==> config.mk <==
export PLATFORM = sky130hd
export DESIGN_NAME = usb_nrzi_tx
export DESIGN_NICKNAME = d
export VERILOG_FILES = /design/src/rtl/usb_nrzi_tx.sv
export SDC_FILE = /design/constraint.sdc
export NUM_CORES = 1
export LEC_CHECK = 0
export CORE_MARGIN = 1
export CORE_UTILIZATION = 45
export CTS_BUF_LIST = sky130_fd_sc_hd__clkbuf_8
export CTS_CLUSTER_SIZE = 16
export DETAILED_ROUTE_END_ITERATION = 8
export HOLD_SLACK_MARGIN = 0.05
export PLACE_DENSITY = 0.69
export SYNTH_ARGS = -nofsm -noshare
export SYNTH_HDL_FRONTEND = slang
export SYNTH_SLANG_ARGS = --single-unit
==> constraint.sdc <==
create_clock -name clk -period 1.6 [get_ports clk]
set_input_delay 0.32 -clock clk [delete_from_list [all_inputs] [get_ports clk]]
set_output_delay 0.32 -clock clk [all_outputs]
set_load 0.1 [all_outputs]
==> src/rtl/usb_nrzi_tx.sv <==
// usb_nrzi_tx: USB LS/FS line driver with SYNC, NRZI, bit stuffing, EOP and underrun abort
module usb_nrzi_tx #(
   parameter int SYNC_EN    = 1,
   parameter int STUFF_LEN  = 6,
   parameter int SE0_CYCLES = 2
) (
   input  logic clk,
   input  logic rst_L,
   input  logic data_bit,
   input  logic data_valid,
   input  logic data_start,
   input  logic data_end,
   output logic ready,
   output logic d_p,
   output logic d_m,
   output logic sending,
   output logic underrun
);
   typedef enum logic [2:0] {IDLE, SYNC, DATA, STUFF, EOP_SE0, EOP_J} state_t;
   localparam logic [1:0] J = 2'b10, K = 2'b01, SE0 = 2'b00;
   localparam logic [3:0] STUFF_MAX = 4'(STUFF_LEN);
   localparam logic [2:0] SE0_LAST = 3'(SE0_CYCLES - 1);
   state_t state, state_n;
   logic [1:0] line, line_n, tog;
   logic [3:0] ones_cnt, ones_n, ones_inc;
   logic [2:0] sync_cnt, sync_n, se0_cnt, se0_n;
   logic end_pending, end_n, underrun_n;
   assign tog = line == J ? K : J;
   assign ones_inc = ones_cnt + 4'd1;
   assign ready = state == DATA;
   assign d_p = line[1];
   assign d_m = line[0];
   always_comb begin
      state_n = state;
      line_n = J;
      ones_n = ones_cnt;
      sync_n = sync_cnt;
      se0_n = se0_cnt;
      end_n = end_pending;
      underrun_n = 1'b0;
      case (state)
         IDLE: if (data_valid && data_start) begin
            state_n = SYNC_EN != 0 ? SYNC : DATA;
            ones_n = 4'd0;
         end
         SYNC: begin
            line_n = sync_cnt == 3'd7 ? line : tog;
            sync_n = sync_cnt == 3'd7 ? 3'd0 : sync_cnt + 3'd1;
            ones_n = sync_cnt == 3'd7 ? 4'd1 : 4'd0;
            state_n = sync_cnt == 3'd7 ? DATA : SYNC;
         end
         DATA: begin
            // an underrun holds the line for one symbol, then closes the packet
            line_n = data_valid && !data_bit ? tog : line;
            ones_n = data_valid && data_bit ? ones_inc : 4'd0;
            underrun_n = !data_valid;
            end_n = data_end;
            state_n = !data_valid ? EOP_SE0 :
                      data_bit && ones_inc == STUFF_MAX ? STUFF :
                      data_end ? EOP_SE0 : DATA;
         end
         STUFF: begin
            line_n = tog;
            ones_n = 4'd0;
            end_n = 1'b0;
            state_n = end_pending ? EOP_SE0 : DATA;
         end
         EOP_SE0: begin
            line_n = SE0;
            se0_n = se0_cnt == SE0_LAST ? 3'd0 : se0_cnt + 3'd1;
            state_n = se0_cnt == SE0_LAST ? EOP_J : EOP_SE0;
         end
         EOP_J: state_n = IDLE;
         default: state_n = IDLE;
      endcase
   end
   always_ff @(posedge clk or negedge rst_L) begin
      if (!rst_L) begin
         state <= IDLE;
         line <= J;
         sending <= 1'b0;
         underrun <= 1'b0;
         ones_cnt <= 4'd0;
         sync_cnt <= 3'd0;
         se0_cnt <= 3'd0;
         end_pending <= 1'b0;
      end else begin
         state <= state_n;
         line <= line_n;
         sending <= state != IDLE;
         underrun <= underrun_n;
         ones_cnt <= ones_n;
         sync_cnt <= sync_n;
         se0_cnt <= se0_n;
         end_pending <= end_n;
      end
   end
endmodule
# Word-level counts from Yosys, hierarchy flattened
# Cells that the tools add are included.
[word_totals]
output_inout_bits = 5
ff_bits = 18
in_bits = 6
word_cells = 54
[classes]
n_mux = 20
reduce_logical = 12
addsub = 3
n_eq_ne = 11
[op_table]
columns = ["op", "count"]
rows = [
  ["$mux W3", 7],
  ["$pmux W4 S4", 1],
  ["$pmux W3 S5", 1],
  ["$mux W2", 4],
  ["$mux W4", 2],
  ["$pmux W2 S4", 1],
  ["$add A3 B1 Y3 const B", 2],
  ["$eq A3 B1 Y1 const B", 2],
  ["$eq A3 B2 Y1 const B", 2],
  ["$eq A3 B3 Y1 const B", 2],
  ["$add A4 B1 Y4 const B", 1],
  ["$eq A4 B3 Y1 const B", 1],
  ["$logic_and A1 B1 Y1", 4],
  ["$ne A2 B2 Y1 const B", 2],
  ["$reduce_and A2 Y1", 2],
  ["$reduce_bool A4 Y1", 1],
  ["$logic_not A3 Y1", 1],
  ["$mux W1", 3],
  ["$reduce_bool A3 Y1", 1],
  ["$eq A2 B2 Y1 const B", 1],
  ["$logic_not A1 Y1", 2],
  ["$ne A2 B1 Y1 const B", 1],
  ["$pmux W1 S2", 1],
  ["$reduce_bool A2 Y1", 1],
]

# Depth between registers and ports, before layout
[depth]
depth_word = 6
depth_mapped = 6
ltp_nobuf = 6

# Least setup slack after synthesis
# No wires, ideal clock.
[synth_timing]
path_kind = "reg-to-reg"
from = "register state[0]"
to = "register state[0]"
n_path_buf = 0
setup_time_ns = 0.077
path_stages_with_launch = 5
slack_ns = -0.965
synth_period_minus_slack_ns = 2.565
arrival_time_ns = 2.488
required_ns = 1.523
cell_sequence = "dfrtp_1 nor3b_2 nand3_1 nand2b_1 a21oi_1"
[synth_between]
elab_chain_cells = 2
word_cells_on_any_way = 7
classes_between = "eq/ne: 5; mux: 1; reduce/logical: 1"
[synth_rtl]
columns = ["item", "line", "rtl"]
rows = [
  ["start, declared", "23", "state_t state, state_n;"],
  ["start signal, assigned", "88", "state <= state_n;"],
  ["$eq A3 B2 Y1", "n/a", ""],
  ["net ready", "13", "output logic ready,"],
  ["$pmux W3 S5", "41", "case (state)"],
]
# The timed path passes the listed nets, and every way through them passes these cells.
# A chain may end at the register's enable or synchronous reset.

# Worst setup path in the final report
[layout_timing]
from = "register sync_cnt[0]"
to = "register line[0]"
[layout_between]
elab_chain_cells = 3
[layout_rtl]
columns = ["item", "line", "rtl"]
rows = [
  ["start, declared", "26", "logic [2:0] sync_cnt, sync_n, se0_cnt, se0_n;"],
  ["start signal, assigned", "93", "sync_cnt <= sync_n;"],
  ["$eq A3 B3 Y1", "47", "line_n = sync_cnt == 3'd7 ? line : tog;"],
  ["$ne A2 B2 Y1 (no line)", "n/a", ""],
  ["$reduce_and A2 Y1 (no line)", "n/a", ""],
  ["end signal, assigned", "89", "line <= line_n;"],
  ["end, declared", "24", "logic [1:0] line, line_n, tog;"],
]
# Every way passes these cells.

==> qor.txt <==
Reg2reg setup slack - -0.03 ns
CP cell instances - ha_2 > ha_4 > inv_2 > or3_1 > a21oi_2 > mux2_4
Vias/cell - 5.21
RSZ-0062 raised after global routing - yes
Largest net degree at the start of global routing - 19
# DRC - 0
Worst path max stage delay - 0.36 ns
Max Cap Viol - 0
Area growth syn-to-layout - 42.0%
Setup ws final - -0.0305 ns
H-tree levels - 1
Number of failing hold endpoints at the final stage - 0
Layout cells sized above 1 - 38.1%
Fin. max-slew vios - 0
Area of the multi-input gates - 543 sq um
Sequential share of power - 31.4%
FILL cells - 154
Die area - 2310 sq um
Final worst path period need - 1.63 ns
HP Class - input port to asynchronous set/reset pin
Placed cells - 136
First-pass GRT wire length - 3100 um
CTS buffer count - 3
Synth warn - 0
FP Rows - 16
Final WL - 1910 um
Final period utilization - 102%
Busiest layer in global routing - met2
Worst R2R Start - sync_cnt[0]
Internal power - 1.48 mW
Seq cells post-synth - 18
Clock latency on the worst-skew pair - 0.25 ns
Skew final - 0.000753 ns
Chip Width - 48.1 um
Bufs on Longest Clock Path - 2
Chip height - 48.1 um
CTS tree - yes
Worst setup SP type - flip-flop
Comb power frac - 56.0%
Initial antenna violation count - 0
Sw Pwr - 1.02 mW
Reg clk slew, reported paths - 0.06 ns
Outcome - finished, violations left
CP Max Fanout - 3
Post-Syn Nets - 101
Ports - 11
Sequential share of the synthesized area - 47.3%
Cts hold-fix bufs - 0
Initial Util - 48.2%
Number of global-route vias before repair - 717
Final antenna-violating net count - 0
HPWL after detailed placement - 1390 um
Root buf cell - clkbuf_8
Max IR drop VDD - 1070 uV
Core area - 1980 sq um
R2R cell count - 6
Sw Ratio - 40.9%
Post-Layout Cell Count - 145
Port Buffers - 10
RR Endpoint - line[0]
Setup TNS - -0.0577 ns
Layout net count - 129
Data required, critical path - 1.74 ns
CP arrival - 1.77 ns
CTS Sinks - 18
Global-route met2 utilization - 32.4%
Tightest Pin Transition - 0.369 ns
Diodes inserted - 0
Post-synth ARST share - 100%
Vias - 756
Failing checks - negative setup slack
Initial DRT Pass Iterations - 4
Worst slew margin - 75.0%
Synthesized instance count - 91
Met1 usage - 26.7%
WL/cell - 13.2 um
LEAKAGE - 0.615 nW
Number of enable flip-flop cells after synthesis - 0
Crit. End Element - flip-flop
Hold Slack - 0.400 ns
Grt ovf - 0
Critical path class - flip-flop to flip-flop
Initial DRC Count - 13
Netlist Area Pre-Place - 956 sq um
Top_reg_cell synth - dfrtp_1
Register Area - 454 sq um
Tot Pwr - 2.50 mW
Routability Congestion - 0.778
Placed Area - 1240 sq um
Synth unique cells - 38
Slowest stage cell, crit path - dfrtp_1
Met3 GRT Util - 5.56%
Pwr per Cell Area - 1840 nW/um^2
Tot GR Track Use - 20.3%
Max Clk Rate - 613 MHz
Syn avg cell area - 10.5 sq um
Final setup fails - 2
Design Area, Final - 1360 sq um
Clk pwr share - 12.6%
==> per-layer routing <==
layer | share of wire [%] | wire length [um]
met1 | 47 | 906
met2 | 48 | 919
met3 | 3.1 | 60
met4 | 1.3 | 24
met5 | 0 | 0
==> timing repair <==
action,in CTS,in global routing
hold endpoints to repair,0,0
gates resized for setup,3,5
endpoints found under the setup margin,4,5
buffers inserted,2,3
pin swaps,2,3
==> metrics by stage <==
stage / setup WS, ns / utilization (%)
floorplan: -0.366 / -
detailed placement: -0.0570 / 62.7
finish: -0.0305 / 68.5
CTS: -0.0459 / 66.0
global placement: -0.0438 / 62.7
global route: -0.109 / 68.5
==> area by class of cell <==
| cell class | instances | area share, % |
|---|---|---|
| multi-input cells | 66 | 40.0 |
| flip-flops and latches | 18 | 33.5 |
| repair buffers | 25 | 19.4 |
| clock buffers | 3 | 3.04 |
| well taps | 27 | 2.49 |
| inverters | 5 | 1.38 |
| clock inverters | 1 | 0.276 |
==> worst max path at each step <==
stage,start,end,cells after the start
2_1_floorplan,state[1],state[0],5
3_3_place_gp,data_valid,line[0],5
3_5_place_dp,sync_cnt[0],line[0],6
4_1_cts,sync_cnt[0],line[0],6
5_1_grt,sync_cnt[0],line[0],6
6_report,sync_cnt[0],line[0],6
==> power groups by stage <==
stage	clock network (mW)	registers, mW	logic [mW]
global placement	0	0.799	1.28
CTS	0.331	0.804	1.34
global route	0.343	0.807	1.52
finish	0.316	0.785	1.40
detailed placement	0	0.809	1.31
floorplan	0	1.00	0.665
==> flip-flops by register name (all words and copies together), names as in the netlist <==
name         cells
sending          1
se0_cnt          3
end_pending      1
sync_cnt         3
line             2
ones_cnt         4
state            3
underrun         1
==> cell usage in the layout (no fill, tap or decap), drive strengths merged, types with 4 or more instances in the layout <==
| cell type | count |
|---|---|
| nand3 | 4 |
| inv | 6 |
| dfrtp | 17 |
| mux2 | 5 |
| nand2 | 5 |
| o21ai | 5 |
| ha | 4 |
| buf | 20 |
| nor2 | 6 |
| clkdlybuf4s50 | 5 |
==> cell families after synthesis <==
| kind of cell | after synthesis | synth area share (%) |
|---|---|---|
| compound gates | 19 | 13.7 |
| xor+xnor | 3 | 2.75 |
| fa+ha+maj | 4 | 5.24 |
| buf+inv | 7 | 3.14 |
| flops | 18 | 47.3 |
| mux | 6 | 6.94 |
| simple gates | 34 | 20.9 |
==> worst max-delay path: cells and delay by family (launching register included) <==
| kind | cells | cell delay, ns |
|---|---|---|
| DFF | 1 | 0.36 |
| and+or+nand+nor | 1 | 0.31 |
| buffers and inverters | 1 | 0.03 |
| adders and majority gates | 2 | 0.33 |
| muxes | 1 | 0.31 |
| AOI/OAI and AO/OA | 1 | 0.18 |
==> Yosys cell counts (2+ instances only) <==
master / number / share of area (%)
nand2_1: 5 / 2.0
nor2_1: 6 / 2.4
and3_1: 2 / 1.3
nand3b_1: 3 / 2.4
a211oi_1: 2 / 1.6
nand2b_1: 2 / 1.3
o21ai_0: 5 / 2.6
and2_1: 2 / 1.3
a21oi_1: 2 / 1.0
dfrtp_1: 17 / 45
ha_1: 4 / 5.2
xor2_1: 2 / 1.8
nand3_1: 4 / 2.1
inv_1: 4 / 1.6
nor2b_1: 2 / 1.3
mux2_2: 5 / 5.9
a21o_1: 2 / 1.6
or3_1: 2 / 1.3
No activity file was read; power rests on OpenSTA's default activity.
